`config.mk`:
```
export PLATFORM = sky130hd
export DESIGN_NAME = pattern_scan_unit
export DESIGN_NICKNAME = d
export VERILOG_FILES = /design/src/rtl/pattern_scan_pkg.sv /design/src/rtl/pattern_window_match.sv /design/src/rtl/pattern_scan_unit.sv
export SDC_FILE = /design/constraint.sdc
export NUM_CORES = 1
export LEC_CHECK = 0
export CORE_UTILIZATION = 49
export CTS_CLUSTER_SIZE = 14
export DETAILED_ROUTE_END_ITERATION = 7
export PLACE_DENSITY_LB_ADDON = 0.12
export SKIP_LAST_GASP = 1
export SLEW_MARGIN = 40
export SYNTH_ARGS = -nofsm -noshare
export SYNTH_HDL_FRONTEND = slang
export SYNTH_SLANG_ARGS = --single-unit
export TNS_END_PERCENT = 100
```
`constraint.sdc`:
```
create_clock -name clk -period 5.1 [get_ports clk]
set_clock_uncertainty 0.05 [all_clocks]
set_input_delay 1.275 -clock clk [delete_from_list [all_inputs] [get_ports clk]]
set_output_delay 1.275 -clock clk [all_outputs]
set_load 0.005 [all_outputs]
```
`src/rtl/pattern_scan_pkg.sv`:
```
// Shared types and constants for the pattern scan unit: FSM states, the
// fixed data-memory addresses of the pattern and result words, pattern width.
package pattern_scan_pkg;

    typedef enum logic [2:0] {
        IDLE,
        LOAD_PAT,
        SCAN,
        WR_CTB,
        WR_CTO,
        WR_CTS,
        DONE
    } state_t;

    localparam int PAT_ADDR = 32;
    localparam int CTB_ADDR = 33;
    localparam int CTO_ADDR = 34;
    localparam int CTS_ADDR = 35;
    localparam int PAT_W    = 5;

endpackage

```
`src/rtl/pattern_window_match.sv`:
```
// Compares the 5-bit pattern against the four windows fully inside the
// current byte and the four windows straddling the previous/current byte pair.
module pattern_window_match
    import pattern_scan_pkg::*;
(
    input  logic [3:0]       prev,
    input  logic [7:0]       cur,
    input  logic [PAT_W-1:0] pat,
    input  logic             first,
    output logic [2:0]       in_cnt,
    output logic             any_hit,
    output logic [2:0]       cross_cnt
);

    // Only the low nibble of the previous byte can reach a crossing window.
    logic [11:0] pair;
    logic [3:0]  in_hit;
    logic [3:0]  cross_hit;

    assign pair = {prev, cur};

    genvar gi;
    generate
        for (gi = 0; gi < 4; gi++) begin : g_win
            assign in_hit[gi]    = (cur[7-gi -: PAT_W] == pat);
            assign cross_hit[gi] = !first && (pair[11-gi -: PAT_W] == pat);
        end
    endgenerate

    always_comb begin
        in_cnt    = 3'd0;
        cross_cnt = 3'd0;
        for (int i = 0; i < 4; i++) begin
            in_cnt    = in_cnt + {2'b00, in_hit[i]};
            cross_cnt = cross_cnt + {2'b00, cross_hit[i]};
        end
    end

    assign any_hit = |in_hit;

endmodule

```
`src/rtl/pattern_scan_unit.sv`:
```
// Scans a STR_BYTES-long message for a 5-bit pattern and writes the in-byte,
// per-byte-hit and whole-string match counts back to data memory.
module pattern_scan_unit
    import pattern_scan_pkg::*;
#(
    parameter int ADDR_W    = 8,
    parameter int STR_BYTES = 32
) (
    input  logic              clk,
    input  logic              reset_n,
    input  logic              start,
    output logic [ADDR_W-1:0] mem_addr,
    input  logic [7:0]        mem_rdata,
    output logic              mem_we,
    output logic [7:0]        mem_wdata,
    output logic              done
);

    state_t            state_reg, state_next;
    logic [ADDR_W-1:0] index_reg;
    logic [PAT_W-1:0]  pat_reg;
    logic [3:0]        prev_reg;
    logic [7:0]        ctb_reg, cto_reg, cts_reg;

    logic [2:0] in_cnt, cross_cnt;
    logic       any_hit;
    logic       last_byte;

    assign last_byte = (index_reg == ADDR_W'(STR_BYTES - 1));

    pattern_window_match u_match (
        .prev      (prev_reg),
        .cur       (mem_rdata),
        .pat       (pat_reg),
        .first     (index_reg == '0),
        .in_cnt    (in_cnt),
        .any_hit   (any_hit),
        .cross_cnt (cross_cnt)
    );

    always_ff @(posedge clk or negedge reset_n) begin
        if (!reset_n) begin
            state_reg <= IDLE;
        end else begin
            state_reg <= state_next;
        end
    end

    always_comb begin
        state_next = state_reg;
        case (state_reg)
            IDLE, DONE: if (start) state_next = LOAD_PAT;
            LOAD_PAT:   state_next = SCAN;
            SCAN:       if (last_byte) state_next = WR_CTB;
            WR_CTB:     state_next = WR_CTO;
            WR_CTO:     state_next = WR_CTS;
            WR_CTS:     state_next = DONE;
            default:    state_next = IDLE;
        endcase
    end

    // All outputs decode from state, so reset clears them with the FSM.
    always_comb begin
        mem_addr  = '0;
        mem_we    = 1'b0;
        mem_wdata = 8'd0;
        done      = 1'b0;
        case (state_reg)
            LOAD_PAT: mem_addr = ADDR_W'(PAT_ADDR);
            SCAN:     mem_addr = index_reg;
            WR_CTB: begin
                mem_addr  = ADDR_W'(CTB_ADDR);
                mem_we    = 1'b1;
                mem_wdata = ctb_reg;
            end
            WR_CTO: begin
                mem_addr  = ADDR_W'(CTO_ADDR);
                mem_we    = 1'b1;
                mem_wdata = cto_reg;
            end
            WR_CTS: begin
                mem_addr  = ADDR_W'(CTS_ADDR);
                mem_we    = 1'b1;
                mem_wdata = cts_reg;
            end
            DONE:     done = 1'b1;
            default: ;
        endcase
    end

    always_ff @(posedge clk or negedge reset_n) begin
        if (!reset_n) begin
            index_reg <= '0;
            pat_reg   <= '0;
            prev_reg  <= '0;
            ctb_reg   <= 8'd0;
            cto_reg   <= 8'd0;
            cts_reg   <= 8'd0;
        end else begin
            case (state_reg)
                IDLE, DONE: begin
                    if (start) begin
                        index_reg <= '0;
                        prev_reg  <= '0;
                        ctb_reg   <= 8'd0;
                        cto_reg   <= 8'd0;
                        cts_reg   <= 8'd0;
                    end
                end
                LOAD_PAT: begin
                    pat_reg   <= mem_rdata[7:3];
                    index_reg <= '0;
                end
                SCAN: begin
                    prev_reg <= mem_rdata[3:0];
                    ctb_reg  <= ctb_reg + {5'd0, in_cnt};
                    cto_reg  <= cto_reg + {7'd0, any_hit};
                    cts_reg  <= cts_reg + {5'd0, in_cnt} + {5'd0, cross_cnt};
                    if (!last_byte) index_reg <= index_reg + 1'b1;
                end
                default: ;
            endcase
        end
    end

endmodule
```
==> out/metrics.cfg, run 1 <==
[layout]
layout-drive-gt1-share=0.0861
register_area_mm2=0.00110
antenna_cells=0
syn_to_final_growth_pct=13.5
post-route-util=0.585
fillers=574
multi_input_area_mm2=0.00204
final_nets=428

[placed_design]
place.gp.congestion=0.844
dp_slack_ns=0.00319
port_buffers=28
dpl.hpwl_um=5230

[sta]
timing.slew.headroom=0.435
rsz0062_at_grt=false
tightest_slew_ns=0.845
finalSetupViolations=0
hold_viol_final=0
fin_crit_ns=4.79
period_share=0.939
hold_ws_ns=0.432
setup_ws_ns=0.310
fmax_mhz=209
slew_viol_final=0
setup_tns_ns=0

[run_status]
status=finished, violations left
violations=design-rule violations

[synth]
synth_fp_nets=410
synth_cells=376
ys_seq_area_frac=0.331
synthesis.area_mm2=0.00333
synthFlopType=dfrtp_1
synthArstFlopShare=1.00
synth_cell_types=50
ys_seq_elements=44
synth-edff-count=0
synth_warnings=0
syn_area_per_cell_um2=8.86

[routing]
first_pass_iters=7
vias_per_cell=5.74
vias=2707
wire_per_inst_um=15.5
wl_um=7300
antenna_left=0
drt_iter0_markers=196
route.detailed.drc=3

[global_route]
grt_pass1_wl_um=12700
antenna_found_initial=0
grt_pass1_vias=2537
grt_max_degree=45
track_usage=0.223
grt-ovfl-total=0

[floorplan]
fp.dieH_um=84.4
initial_core_util=0.516
fp.dieW_um=84.4
io_pins=29
core_area_mm2=0.00646
die_area_mm2=0.00713
rows=29

[critical_path]
worst_path_most_repeated_cell=inv_1
cp_data_arrival_time_ns=4.97
critPathCaptureType=flip-flop
cp.required_ns=5.28
start_kind=primary input
cp_cell_sequence=clkdlybuf4s50_1 > xor2_1 > nor2_1 > and4_1 > ha_1 > inv_1 > fa_1 > inv_1 > ha_1 > inv_1 > fa_1 > inv_1 > ha_1 > fa_1 > a21oi_1 > nor2b_1 > nand4_1 > mux2i_1
path_max_fanout=4
crit_slowest_cell=clkdlybuf4s50_1
critPathKind=in2reg
cpPeakStageDelay_ns=0.54

[clocking]
clock_latency_ns=0.31
cts-buffers-inserted=5
postCtsHoldBufs=0
cts_tree=built
postCtsSetupBuffers=0
cts_root_buf=clkbuf_8
post_cts_resized=0
cts.sinks=44
cts.reportedPaths.clkPinSlew_ns=0.09
max-clock-path-buffers=2
htree_levels=2

[power]
leakagePower_nw=1.71
p_per_area_mw_per_mm2=436
p_switching_mw=0.717
share_comb_of_total_power=0.453
ir_drop_v=0.000193
p_sw_frac=0.435
clock_power_share=0.166
internal_power_mw=0.932
seq_power_share=0.381

[min_path]
hold_path.class=reg2reg

[job]
cap_violations=0

==> stage by stage <==
| step | total power, mW | std cells | instance area [um^2] |
|---|---|---|---|
| final | 1.65 | 472 | 3780 |
| after global routing | 1.79 | 472 | 3780 |
| after CTS | 1.66 | 472 | 3780 |
| after detailed placement | 1.38 | 464 | 3670 |
| after global placement | 1.37 | 464 | 3660 |
| after floorplan | 1.16 | 376 | 3330 |
==> cell families after synthesis <==
kind of cell / count (synthesis) / synth area share
compound gates: 74 / 0.134
xor+xnor: 44 / 0.116
fa+ha+maj: 23 / 0.0999
buf+inv: 48 / 0.0594
flops: 44 / 0.331
mux: 22 / 0.0680
simple gates: 121 / 0.192
==> layout by cell type, fill, tap and decap left out, drive strengths merged, types with 3 or more instances in the layout <==
master          n
nor2b           4
nand2b          6
a21o            6
ha             17
mux2            5
nor2           13
xor2           22
mux2i          17
inv            21
nand2          42
o31ai           4
a31oi           5
or3b            3
o21ai          37
nor3            6
nand3          11
dfrtp          44
clkbuf          5
nand4          14
clkdlybuf4s50  27
buf            11
and2            7
xnor2          22
a21oi           9
fa              6
==> metal layers <==
metal / up-vias / share of wire / global-route usage
met5: - / 0 / 0
met1: 1290 / 0.50 / 0.340
met3: 7 / 0.045 / 0.0324
li1: 1331 / - / -
met4: 0 / 0.010 / 0.0524
met2: 79 / 0.45 / 0.337
==> power groups by stage <==
stage | combinational [mW] | clock [mW] | sequential [mW]
global placement | 0.738 | 0 | 0.631
detailed placement | 0.749 | 0 | 0.634
floorplan | 0.678 | 0 | 0.485
global route | 0.843 | 0.295 | 0.650
finish | 0.747 | 0.274 | 0.628
CTS | 0.753 | 0.282 | 0.627
==> final cells by class <==
cell class	count	area share
clock inverters	3	0.0113
well taps	77	0.0255
inverters	21	0.0209
multi-input cells	284	0.539
flip-flops and latches	44	0.292
repair buffers	38	0.0933
clock buffers	5	0.0182
==> cell usage after synthesis, drive strengths merged (7+ instances only) <==
cell type | count | area (um^2)
nand3 | 11 | 55.1
a21oi | 9 | 48.8
ha | 17 | 213
xor2 | 22 | 193
clkbuf | 12 | 45.0
nor2 | 13 | 48.8
xnor2 | 22 | 193
mux2i | 17 | 170
nand2 | 42 | 158
o21ai | 37 | 185
buf | 15 | 73.8
nand4 | 14 | 87.6
and2 | 7 | 43.8
inv | 21 | 78.8
dfrtp | 44 | 1100
==> critical path: cells and delay by family <==
kind                     cells  cell delay, ns
buffers and inverters        5            0.79
adder cells (fa/ha/maj)      6            1.92
AND/OR/NAND/NOR              4            0.47
XOR/XNOR                     1            0.18
multiplexers                 1            0.18
AO/OA/AOI/OAI                1            0.15
==> final timing paths <==
path                                               start                       end  slack [ns]  cells after the start
worst max register to register  index_reg[0]$_DFFE_PN0P_    cts_reg[7]$_DFFE_PN0P_        1.09                     19
worst min-delay path              ctb_reg[7]$_DFFE_PN0P_    ctb_reg[7]$_DFFE_PN0P_        0.43                      1
max in group asynchronous                        reset_n  state_reg[0]$_DFFE_PN0P_        3.67                      1
min in group asynchronous                        reset_n  index_reg[3]$_DFFE_PN0P_        0.92                      1
worst min register to register    ctb_reg[7]$_DFFE_PN0P_    ctb_reg[7]$_DFFE_PN0P_        0.43                      1
worst max-delay path                        mem_rdata[3]    cts_reg[7]$_DFFE_PN0P_        0.31                     18
Power figures use the tool's default switching activity.
==> inputs of run 2 (changes only) <==
--- a/config.mk
+++ b/config.mk
@@ -7,2 +7,3 @@
 export LEC_CHECK = 0
+export CORE_MARGIN = 10
 export CORE_UTILIZATION = 49
@@ -11,2 +12,3 @@
 export PLACE_DENSITY_LB_ADDON = 0.12
+export REMOVE_ABC_BUFFERS = 1
 export SKIP_LAST_GASP = 1
--- a/constraint.sdc
+++ b/constraint.sdc
@@ -4,2 +4,2 @@
 set_output_delay 1.275 -clock clk [all_outputs]
-set_load 0.005 [all_outputs]
+set_load 0.1 [all_outputs]
==> run 2 against run 1 <==
  * The flow now finishes without violations
  * Cell count shrank 0.21%
  * Flip-flop and latch count is the same
  * Global-route usage shrank 6.8 points
  * Hold slack gained 0.014 ns
  * Critical path type unchanged
  * Critical endpoint is now cts_reg[5]$_DFFE_PN0P_
  * Largest power group unchanged
==> out/metrics.cfg, run 2 (synthesized netlist as in run 1, its figures left out) <==
[run_status]
status=complete, no violations  ; was finished, violations left

[floorplan]
fp.dieH_um=102  ; was 84.4 um
rows=29  ; unchanged
die_area_mm2=0.0105  ; was 0.00713 mm^2
fp.dieW_um=102  ; was 84.4 um
io_pins=29  ; unchanged
core_area_mm2=0.00646  ; unchanged
initial_core_util=0.516  ; unchanged

[routing]
drt_iter0_markers=135  ; was 196
vias_per_cell=5.59  ; was 5.74
wire_per_inst_um=16.4  ; was 15.5 um
route.detailed.drc=0  ; was 3
wl_um=7700  ; was 7300 um
vias=2635  ; was 2707
antenna_left=0  ; unchanged
first_pass_iters=4  ; was 7

[power]
p_per_area_mw_per_mm2=511  ; was 436 mW/mm^2
leakagePower_nw=1.77  ; was 1.71 nW
ir_drop_v=0.000370  ; was 0.000193 V
total_power_mw=1.92  ; was 1.65 mW

[clocking]
htree_levels=2  ; unchanged
post_cts_resized=0  ; unchanged
clock_latency_ns=0.30  ; was 0.31 ns
max-clock-path-buffers=2  ; unchanged
postCtsSetupBuffers=0  ; unchanged
cts.sinks=44  ; unchanged
cts-buffers-inserted=5  ; unchanged
cts.reportedPaths.clkPinSlew_ns=0.09  ; about the same
cts_root_buf=clkbuf_8  ; unchanged
cts_tree=built  ; unchanged
postCtsHoldBufs=0  ; unchanged

[critical_path]
rr_worst_depth=19  ; unchanged
critPathCaptureType=flip-flop  ; unchanged
start_kind=primary input  ; unchanged
crit_buf_inv=5  ; unchanged
crit_slowest_cell=clkdlybuf4s50_1  ; unchanged
crit_family=adder cells  ; unchanged
critPathKind=in2reg  ; unchanged
worst_path_most_repeated_cell=inv_1  ; unchanged
crit_end=cts_reg[5]$_DFFE_PN0P_  ; was cts_reg[7]$_DFFE_PN0P_
path_max_fanout=3  ; was 4
cp_cell_sequence=clkdlybuf4s50_1 > xor2_1 > nor2_1 > and4_1 > ha_1 > inv_1 > fa_1 > inv_1 > ha_1 > inv_1 > fa_1 > inv_1 > ha_1 > fa_1 > a21oi_1 > nor2b_1 > o21ai_0 > a22o_1  ; was clkdlybuf4s50_1 > xor2_1 > nor2_1 > and4_1 > ha_1 > inv_1 > fa_1 > inv_1 > ha_1 > inv_1 > fa_1 > inv_1 > ha_1 > fa_1 > a21oi_1 > nor2b_1 > nand4_1 > mux2i_1
cp_data_arrival_time_ns=4.99  ; was 4.97 ns
rrSetupSlack_ns=1.00  ; was 1.09 ns
cp.depth=18  ; unchanged
critPathLaunch=mem_rdata[3]  ; unchanged
cp.required_ns=5.29  ; was 5.28 ns
cpPeakStageDelay_ns=0.53  ; was 0.54 ns
r2r-end=cts_reg[5]$_DFFE_PN0P_  ; was cts_reg[7]$_DFFE_PN0P_
r2r-start=index_reg[0]$_DFFE_PN0P_  ; unchanged

[sta]
timing.slew.headroom=0.494  ; was 0.435
setup_tns_ns=0  ; unchanged
slew_viol_final=0  ; unchanged
hold_viol_final=0  ; unchanged
rsz0062_at_grt=false  ; unchanged
hold_ws_ns=0.446  ; was 0.432 ns
finalSetupViolations=0  ; unchanged
fin_crit_ns=4.80  ; was 4.79 ns
tightest_slew_ns=0.756  ; was 0.845 ns
fmax_mhz=209  ; about the same
period_share=0.940  ; was 0.939

[global_route]
antenna_found_initial=0  ; unchanged
track_usage=0.155  ; was 0.223
grt_pass1_wl_um=13100  ; was 12700 um
grt-ovfl-total=0  ; unchanged
grt_pass1_vias=2737  ; was 2537
grt_max_degree=45  ; unchanged

[min_path]
hold_path.class=reg2reg  ; unchanged

[layout]
layout-drive-gt1-share=0.132  ; was 0.0861
antenna_cells=0  ; unchanged
layout_commonest_cell=dfrtp_1  ; unchanged
final_nets=427  ; was 428
syn_to_final_growth_pct=13.0  ; was 13.5%
final_cell_mix=dfrtp_1 (43), nand2_1 (42), o21ai_0 (37)  ; unchanged

[placed_design]
port_buffers=28  ; unchanged
place.gp.congestion=0.860  ; was 0.844
dpl.hpwl_um=5560  ; was 5230 um

[job]
cap_violations=0  ; unchanged

## run 2: cell type report
type	count	area [um^2]
fill	606	2690
multi-input combinational	284	2040
sequential	44	1100
timing repair buffer	37	290
tap	77	96.3
clock inverter	3	90.1
inverter	21	78.8
clock buffer	5	68.8
## run 2: per-layer routing
layer  up-vias  share of wire  global-route usage
met5         -              0                   0
met4         0         0.0088              0.0488
met3         5          0.033              0.0236
met2        32           0.47               0.258
met1      1269           0.49               0.203
li1       1329              -                   -
## run 2: where the power goes
part           switching (mW)  internal (mW)
logic                   0.577          0.339
clock network           0.129          0.245
registers               0.206          0.427
## run 2: worst min path at each step
stage,endpoint,from,cells after the start
after floorplan,cts_reg[7]$_DFFE_PN0P_,cts_reg[7]$_DFFE_PN0P_,1
final,ctb_reg[7]$_DFFE_PN0P_,ctb_reg[7]$_DFFE_PN0P_,1
after CTS,ctb_reg[7]$_DFFE_PN0P_,ctb_reg[7]$_DFFE_PN0P_,1
after global routing,ctb_reg[7]$_DFFE_PN0P_,ctb_reg[7]$_DFFE_PN0P_,1
after global placement,ctb_reg[7]$_DFFE_PN0P_,ctb_reg[7]$_DFFE_PN0P_,1
after detailed placement,ctb_reg[7]$_DFFE_PN0P_,ctb_reg[7]$_DFFE_PN0P_,1
## run 2: through the flow
step	area, um^2	instances	utilization	worst slack [ns]
finish	3760	471	0.583	0.304
global route	3760	471	0.583	0.0396
CTS	3760	471	0.583	0.283
detailed placement	3600	463	0.558	-0.00952
global placement	3620	463	0.561	0.0858
floorplan	3210	349	-	0.684
